===== src/rtl/rep_seq_pkg.sv =====
// Shared types and helpers for the repetition-sequence monitor.
// Holds mode/state/fail-code encodings and the saturating increment.
package rep_seq_pkg;

  typedef enum logic [1:0] {
    CONSEC    = 2'd0,
    GOTO      = 2'd1,
    NONCONSEC = 2'd2,
    RSVD      = 2'd3
  } mode_e;

  typedef enum logic [1:0] {
    IDLE  = 2'd0,
    GAP   = 2'd1,
    MATCH = 2'd2
  } state_e;

  typedef enum logic [2:0] {
    FC_NONE      = 3'd0,
    FC_B_BREAK   = 3'd1,
    FC_C_MISSING = 3'd2,
    FC_EXTRA_B   = 3'd3,
    FC_TIMEOUT   = 3'd4,
    FC_BAD_CFG   = 3'd5
  } fail_code_e;

  localparam int SAT_W = 32;

  // Callers narrower than SAT_W zero-extend in and truncate the result back.
  function automatic logic [SAT_W-1:0] sat_inc(input logic [SAT_W-1:0] v,
                                               input logic [SAT_W-1:0] max);
    return (v >= max) ? v : v + 32'd1;
  endfunction

endpackage


===== src/rtl/rep_seq_monitor_sat_counter.sv =====
// Saturating event counter: +1 per cycle with inc high, holds at all-ones.
// Single-cycle update, no backpressure; async active-high reset clears it.
module sat_counter
  import rep_seq_pkg::*;
#(
  parameter int SW = 16
) (
  input  logic          clk,
  input  logic          rst,
  input  logic          inc,
  output logic [SW-1:0] cnt
);

  localparam logic [SW-1:0] CNT_MAX = '1;

  always_ff @(posedge clk or posedge rst) begin
    if (rst) begin
      cnt <= '0;
    end else if (inc) begin
      cnt <= SW'(sat_inc(SAT_W'(cnt), SAT_W'(CNT_MAX)));
    end
  end

endmodule


===== src/rtl/rep_seq_monitor.sv =====
// Run-time checker for b[*N] ##1 c, b[->MIN:MAX] ##1 c and b[=N] ##1 c after $rose(a).
// Verdict pulses one cycle after the deciding edge; no backpressure, triggers while busy are dropped.
module rep_seq_monitor
  import rep_seq_pkg::*;
#(
  parameter int CW      = 4,
  parameter int TIMEOUT = 64,
  parameter int SW      = 16
) (
  input  logic          clk,
  input  logic          rst,
  input  logic          a,
  input  logic          b,
  input  logic          c,
  input  logic [1:0]    mode,
  input  logic [CW-1:0] rep_n,
  input  logic [CW-1:0] rep_min,
  input  logic [CW-1:0] rep_max,
  output logic          busy,
  output logic          pass,
  output logic          fail,
  output logic [2:0]    fail_code,
  output logic [SW-1:0] pass_cnt,
  output logic [SW-1:0] fail_cnt,
  output logic [SW-1:0] drop_cnt
);

  localparam int TW = (TIMEOUT > 1) ? $clog2(TIMEOUT) : 1;
  localparam logic [TW-1:0] TMO_LAST = TW'((TIMEOUT > 0) ? TIMEOUT - 1 : 0);

  state_e        state, state_nxt;
  mode_e         mode_q;
  logic          a_q, bad_q, cfg_bad;
  logic [CW-1:0] n_q, min_q, max_q;
  logic [CW-1:0] cnt, cnt_nxt, cnt_inc;
  logic          armed, armed_nxt;
  logic [TW-1:0] tmo_cnt, tmo_nxt;
  logic          pass_nxt, fail_nxt;
  fail_code_e    code_nxt;
  logic          rose, trig, drop;

  assign rose = a & ~a_q;
  assign trig = rose & (state == IDLE);
  assign drop = rose & (state != IDLE);
  assign busy = (state != IDLE);

  always_comb begin
    cfg_bad = 1'b0;
    case (mode_e'(mode))
      CONSEC, NONCONSEC: cfg_bad = (rep_n == '0);
      GOTO:              cfg_bad = (rep_min == '0) || (rep_min > rep_max);
      default:           cfg_bad = 1'b1;
    endcase
  end

  always_comb begin
    state_nxt = state;
    cnt_nxt   = cnt;
    cnt_inc   = cnt + CW'(1);
    armed_nxt = armed;
    tmo_nxt   = tmo_cnt;
    pass_nxt  = 1'b0;
    fail_nxt  = 1'b0;
    code_nxt  = FC_NONE;
    case (state)
      IDLE: if (trig) state_nxt = GAP;
      GAP: begin
        cnt_nxt   = '0;
        armed_nxt = 1'b0;
        tmo_nxt   = '0;
        if (bad_q) begin
          fail_nxt  = 1'b1;
          code_nxt  = FC_BAD_CFG;
          state_nxt = IDLE;
        end else begin
          state_nxt = MATCH;
        end
      end
      MATCH: begin
        tmo_nxt = tmo_cnt + TW'(1);
        case (mode_q)
          CONSEC: begin
            if (cnt == n_q) begin
              pass_nxt = c;
              fail_nxt = ~c;
              code_nxt = c ? FC_NONE : FC_C_MISSING;
            end else if (b) begin
              cnt_nxt = cnt_inc;
            end else begin
              fail_nxt = 1'b1;
              code_nxt = FC_B_BREAK;
            end
          end
          GOTO: begin
            if (armed && c) begin
              pass_nxt = 1'b1;
            end else if (armed && (cnt == max_q)) begin
              fail_nxt = 1'b1;
              code_nxt = FC_C_MISSING;
            end else begin
              // A missed c disarms, but this edge's b still counts and may re-arm.
              armed_nxt = 1'b0;
              if (b) begin
                cnt_nxt   = cnt_inc;
                armed_nxt = (cnt_inc >= min_q) && (cnt_inc <= max_q);
              end
            end
          end
          NONCONSEC: begin
            if (armed) begin
              if (c) begin
                pass_nxt = 1'b1;
              end else if (b) begin
                fail_nxt = 1'b1;
                code_nxt = FC_EXTRA_B;
              end
            end else if (b) begin
              cnt_nxt   = cnt_inc;
              armed_nxt = (cnt_inc == n_q);
            end
          end
          default: begin
            fail_nxt = 1'b1;
            code_nxt = FC_BAD_CFG;
          end
        endcase
        if ((TIMEOUT != 0) && (mode_q != CONSEC) && !pass_nxt && !fail_nxt &&
            (tmo_cnt == TMO_LAST)) begin
          fail_nxt = 1'b1;
          code_nxt = FC_TIMEOUT;
        end
        if (pass_nxt || fail_nxt) state_nxt = IDLE;
      end
      default: state_nxt = IDLE;
    endcase
  end

  always_ff @(posedge clk or posedge rst) begin
    if (rst) begin
      state     <= IDLE;
      a_q       <= 1'b0;
      mode_q    <= CONSEC;
      n_q       <= '0;
      min_q     <= '0;
      max_q     <= '0;
      bad_q     <= 1'b0;
      cnt       <= '0;
      armed     <= 1'b0;
      tmo_cnt   <= '0;
      pass      <= 1'b0;
      fail      <= 1'b0;
      fail_code <= 3'd0;
    end else begin
      a_q       <= a;
      state     <= state_nxt;
      cnt       <= cnt_nxt;
      armed     <= armed_nxt;
      tmo_cnt   <= tmo_nxt;
      pass      <= pass_nxt;
      fail      <= fail_nxt;
      fail_code <= code_nxt;
      if (trig) begin
        mode_q <= mode_e'(mode);
        n_q    <= rep_n;
        min_q  <= rep_min;
        max_q  <= rep_max;
        bad_q  <= cfg_bad;
      end
    end
  end

  sat_counter #(.SW(SW)) u_pass_cnt (.clk(clk), .rst(rst), .inc(pass_nxt), .cnt(pass_cnt));
  sat_counter #(.SW(SW)) u_fail_cnt (.clk(clk), .rst(rst), .inc(fail_nxt), .cnt(fail_cnt));
  sat_counter #(.SW(SW)) u_drop_cnt (.clk(clk), .rst(rst), .inc(drop),     .cnt(drop_cnt));

endmodule


===== config.mk =====
export PLATFORM = sky130hd
export DESIGN_NAME = rep_seq_monitor
export DESIGN_NICKNAME = d
export VERILOG_FILES = /design/src/rtl/rep_seq_pkg.sv /design/src/rtl/rep_seq_monitor_sat_counter.sv /design/src/rtl/rep_seq_monitor.sv
export SDC_FILE = /design/constraint.sdc
export NUM_CORES = 1
export LEC_CHECK = 0
export BUFFER_PORTS_ARGS = -buffer_cell sky130_fd_sc_hd__clkbuf_2
export CORE_MARGIN = 3
export CORE_UTILIZATION = 58
export CTS_BUF_LIST = sky130_fd_sc_hd__clkbuf_2
export DETAILED_ROUTE_END_ITERATION = 12
export HOLD_SLACK_MARGIN = 0.12
export PLACE_DENSITY_LB_ADDON = 0.08
export SYNTH_ARGS = -nofsm -noshare
export SYNTH_HDL_FRONTEND = slang
export SYNTH_SLANG_ARGS = --single-unit
export TNS_END_PERCENT = 5

===== constraint.sdc =====
create_clock -name clk -period 2.93 [get_ports clk]
set_input_delay 0.4395 -clock clk [delete_from_list [all_inputs] [get_ports clk]]
set_output_delay 0.4395 -clock clk [all_outputs]
set_load 0.01 [all_outputs]

== Yosys cells after proc, flatten, opt, wreduce, memory -nomap -nowiden ==
Cells that the tools add are included.
Word-level totals
  flip-flop bits (word level): 82
  word-level logic and storage cells: 130
  input bits: 19
Operators by class
  mux-type cells: 52
  $lt $le $gt $ge: 6
  equal/unequal tests: 18
  reductions and logical operators: 25
  bitwise logic cells: 8
  $add $sub $neg: 5
Operators with widths (number)
  $add A16 B1 Y16 const B: 3
  $ge A16 B16 Y1 const B: 3
  $mux W1: 23
  $mux W2: 10
  $mux W4: 5
  $eq A4 B4 Y1: 3
  $ne A3 B3 Y1 const B: 4
  $pmux W4 S3: 1
  $pmux W6 S2: 1
  $pmux W3 S3: 1
  $logic_not A4 Y1: 2
  $pmux W1 S2: 4
  $pmux W4 S2: 1
  $reduce_and A2 Y1: 4
  $add A6 B1 Y6 const B: 1
  $eq A2 B1 Y1 const B: 3
  $eq A2 B2 Y1 const B: 3
  $eq A6 B6 Y1 const B: 1
  $logic_and A1 B1 Y1: 6
  $logic_not A2 Y1: 3
  $mux W3: 2
  $pmux W1 S3: 2
  $pmux W2 S3: 1
  $pmux W3 S2: 1
  15 further kinds: 26

== Depth between registers and ports, before layout ==
  depth in word-level cells: 14
  mapped depth: 9
  mapped depth without buffers: 8

== Cells and area by module ==
From an unflattened synthesis, not the netlist that was laid out.
Unflattened totals
  cell total of the unflattened synthesis: 466
  area, all modules: 4778.3 sq um
By module, submodules not included
  sat_counter: times used 3, sequential area each 400.4 sq um, area each 872.1 sq um, cells each 82
  rep_seq_monitor: times used 1, sequential area each 850.8 sq um, area each 2162.1 sq um, cells each 220

== Worst setup path before layout ==
Ideal clock, no wire load.
  path type: flip-flop to flip-flop
  start: reg cnt[0]
  end: reg u_fail_cnt.cnt[1]
  path slack: 0.781 ns
  arrival time: 2.022 ns
  setup time: 0.128 ns
  cell stages (with the launch flop): 8
  cells stage by stage: dfrtp_1 -> ha_1 -> nand2b_1 -> nor4_1 -> a32o_1 -> o41ai_4 -> buf_6 -> mux2_1
On the way
  word-level cells in the longest chain between the ends: 13
  elaborated cells on any way between the ends: 20
Ends and longest elaborated chain
  from (decl): RTL line rep_seq_monitor.sv:35  | logic [CW-1:0] cnt, cnt_nxt, cnt_inc;
  from (signal assigned): RTL line rep_seq_monitor.sv:156  | cnt <= cnt_nxt;
  $eq A4 B4 Y1: RTL line rep_seq_monitor.sv:97  | end else if (armed && (cnt == max_q)) begin
  $logic_and A1 B1 Y1: RTL line rep_seq_monitor.sv:97
  $mux W1: RTL line rep_seq_monitor.sv:97
  $mux W1: RTL line rep_seq_monitor.sv:95  | if (armed && c) begin
  $pmux W1 S3: RTL line rep_seq_monitor.sv:81  | case (mode_q)
  $mux W1: RTL line rep_seq_monitor.sv:65  | case (state)
  $logic_not A1 Y1: RTL line rep_seq_monitor.sv:127  | if ((TIMEOUT != 0) && (mode_q != CONSEC) && !pass_nxt && !fail_nxt &&
  $logic_and A1 B1 Y1 (2 in series): RTL line rep_seq_monitor.sv:127
  $mux W1 (*): RTL line rep_seq_monitor.sv:127
  $mux W1 (*): RTL line rep_seq_monitor.sv:65
  $pmux W1 S2 (*): RTL line rep_seq_monitor.sv:65
  $reduce_and A2 Y1 (no line) (*)
  to (signal assigned): RTL line rep_seq_monitor_sat_counter.sv:20  | cnt <= SW'(sat_inc(SAT_W'(cnt), SAT_W'(CNT_MAX)));
  to (decl): RTL line rep_seq_monitor_sat_counter.sv:11  | output logic [SW-1:0] cnt
Mark *: on every way between the ends. The rest lies on a longest branch, timed or not. The select of a mux whose other input is x is not followed.
A chain may end at the register's enable or synchronous reset.

== Worst setup path after layout ==
Ends and elaborated chain as after synthesis.

==> impl_summary.md <==
Run status
The flow ran to the end, and the final reports show no timing, DRC or antenna violations.

Routing
In the routed design, unresolved DRC markers number 0. After detailed routing, the met3 layer carries 437 µm of wire. The routed layout has 3273 vias. The wire length on met1 is 4130 µm. The routed design uses 4020 µm of met2 wire. Dividing the detail-routed via count by the number of cells gives 5.52. The remaining antenna violation count is 0. The wire length per cell after detailed routing is 14.7 µm. The count of routing violations after the opening detailed-route iteration is 122.

The first-pass iteration count of the detailed router is 4. The total routed wirelength is 8710 µm. The uppermost signal routing layer after detailed routing is met4.

Clocking
The post-CTS repair timing setup buffer count is 0. The number of H-tree levels is 3. Gates resized during post-CTS repair numbered 0. The clock tree from TritonCTS is yes. The clock buffer count from CTS is 9. At the later pin of the worst-skew pair, clock insertion delay measures 520 ps. No sink is reached through more buffers than the 2 on the longest clock path. After clock tree synthesis, the clock-pin slew on the worst setup and hold paths is 230 ps. The clock sink count is 82. The root buffer cell chosen for the clock tree is clkbuf_2.

Final layout
The number of antenna diodes in the final layout is 0. The net count of the finished layout is 532. The finished layout holds 593 standard cells, fillers aside. Measured on the finished design, the core utilization comes to 70.3%. The multi-input combinational cell area is 2090 µm². The number of filler instances in the final layout is 569. The sequential cell area is 2050 µm². The final instance area is 4910 µm². Compared with the post-synthesis result, the final layout area differs by 14.0%. Of the cells placed in the final design, the portion with a size suffix greater than 1 is 22.1%.

Floorplan
The floorplan step defined a die boundary enclosing 8500 µm². From bottom edge to top edge, the die measures 92.2 µm. The initial utilization of the core area, before any placement, comes to 61.7%. The initialized floorplan defines 30 standard-cell rows.

73 I/O pins were placed. The total area inside the core boundary comes to 6980 µm². The floorplan step set the die width to 92.2 µm.

Worst setup path
The data required time of the worst path is 3380 ps. The setup path with the least slack is of type reg -> reg. The top fanout value on the critical path is 7. The arrival time of data at the critical path endpoint is 2940 ps.

The worst setup path is launched from a flip-flop. STA classifies the critical path endpoint as a flip-flop.

Yosys
Counting flops and latches in the post-synthesis netlist gives 82. The synthesized area per cell is 10.4 µm². The number of nets handed over by synthesis was 452. The Yosys step of the flow raised 0 warnings. By area the synthesized netlist is led by dfrtp_1 (48%), xnor2_1 (6.5%), ha_1 (5.8%).

dfrtp_1 takes more of the synthesized area than any other cell. Counting instances in the post-synthesis netlist gives the leading cell types as dfrtp_1 (82), nand2_1 (38), xnor2_1 (32), inv_1 (28), xor2_1 (27). The number of enable flip-flop cells after synthesis is 0.

In this run the cell area of the synthesized design comes to 4310 µm². Of the post-synthesis cell area, the dominant cell type holds 47.6%. After synthesis, the share of flip-flops with an asynchronous set or reset is 100%. After synthesis, flip-flops and latches occupy 47.6% of the total area. The distinct cell type count of the synthesized netlist is 50.

The cell count after synthesis is 413. The most common cell in the synthesized netlist is dfrtp_1. The top flip-flop cell by instance count after synthesis is dfrtp_1.

STA
The normalized max-slew margin is 53.3%. The achievable clock frequency is 402 MHz. The final critical path time including I/O delays and setup is 2490 ps. The worst path uses 84.9% of the clock period.

The transition at the pin with the smallest max-transition slack is 696 ps. Setup violations remaining at the end of the flow were counted as 0. The final worst slack is 441 ps. The setup TNS after final layout is 0 ps. The final hold slack is 160 ps.

The final hold violation count is 0. Clock skew on the completed layout was measured at 30.0 ps. The total count of max-transition violations in the final report is 0. Setup repair after global routing left no endpoint under its margin.

Power
The leakage component of the power is 2.49 nW. The overall power of the completed layout is 3.36 mW. Dividing total power by cell area gives a power density of 685 nW/µm². The worst-case IR drop observed on VDD is 0.376 mV.

GRT
The global-route wire length before repair is 14900 µm. Entering global routing, the biggest net connects 83 pins. The number of antenna violations at the first check in global routing is 0. The via count of the first global-routing pass is 3239. The total routing resource utilization after global routing is 21.7%. The total overflow left after global routing is 0.

Worst hold path
The type of the most critical hold path is in -> reg.

Place
Buffers placed on the I/O ports in this run total 72. The pre-CTS setup slack is 459 ps. The placed instances occupy a cell area of 4780 µm². Routability-driven placement finished with a final weighted congestion of 0.848. Once placement completed, the tool counted placed cells totaling 576.

The wire-length estimate of the detail-placed layout is 6500 µm.

Run
The number of maximum-capacitance constraint violations is 0.
state kept, by name (all words and copies together), names as in the netlist:
| signal | cells |
|---|---|
| fail_code | 3 |
| u_pass_cnt.cnt | 16 |
| cnt | 4 |
| tmo_cnt | 6 |
| a_q | 1 |
| bad_q | 1 |
| pass | 1 |
| max_q | 4 |
| u_drop_cnt.cnt | 16 |
| state | 2 |
| n_q | 4 |
| fail | 1 |
| min_q | 4 |
| u_fail_cnt.cnt | 16 |
| armed | 1 |
| mode_q | 2 |
cell usage in the layout, fill, tap and decap left out, drive strengths merged, types with 14 or more instances in the layout:
cell type,instances
nor2,19
inv,27
dfrtp,82
xnor2,32
o21ai,15
nand2,38
xor2,27
ha,20
mux2,14
nand4,18
nand3,16
clkbuf,81
logic make-up (layout without fill, tap and decap cells):
family	count (synthesis)	after routing	share of synthesized area (%)
AOI/OAI and AO/OA	54	54	9.36
xor gates and xnor gates	59	59	12.0
adders and majority gates	20	20	5.81
buffers and inverters	39	123	3.86
DFF	82	82	47.6
muxes	18	18	4.59
and+or+nand+nor	141	141	16.7
routing by layer:
layer  up-vias  GRT usage (%)
met3        15           3.28
li1       1606              -
met1      1553           31.0
met2        99           33.5
met5         -              0
met4         0           8.54
final timing paths:
kind	cells past startpoint	slack, ps	start	endpoint
worst max-delay path	7	440	cnt[0]	u_fail_cnt.cnt[1]
worst min-delay path	2	160	rep_n[2]	n_q[2]
worst max register to register	7	440	cnt[0]	u_fail_cnt.cnt[1]
worst min register to register	1	500	u_fail_cnt.cnt[14]	u_fail_cnt.cnt[14]
max in group asynchronous	4	2090	rst	u_drop_cnt.cnt[1]
min in group asynchronous	4	490	rst	u_pass_cnt.cnt[13]
final cells by class:
cell class | instances | area share (%)
Multi-Input combinational cell | 292 | 42.5
Sequential cell | 82 | 41.8
Timing Repair Buffer | 80 | 8.92
Tap cell | 96 | 2.45
Inverter | 28 | 2.17
Clock inverter | 6 | 1.20
Clock buffer | 9 | 0.918
where the power goes:
part	leakage [nW]	internal, mW	total, mW	switching, mW
Clock	0.0612	0.186	0.572	0.386
Sequential	1.09	1.33	1.58	0.249
Combinational	1.34	0.555	1.21	0.655
Total	2.49	2.07	3.36	1.29
worst max-delay path, stage by stage, from the launching register on:
cell and delay [ps]:
dfrtp_1 510, ha_1 330, nand2b_1 120, nor4_1 60, a32o_1 280, o41ai_4 550, buf_4 240, mux2_1 320
what timing repair did:
| item | 4_1_cts | 5_1_grt |
|---|---|---|
| endpoints found under the hold margin | 83 | 0 |
| setup endpoints to repair | 0 | 0 |
| hold buffers | 2 | 0 |
No activity file was read; power rests on OpenSTA's default activity.
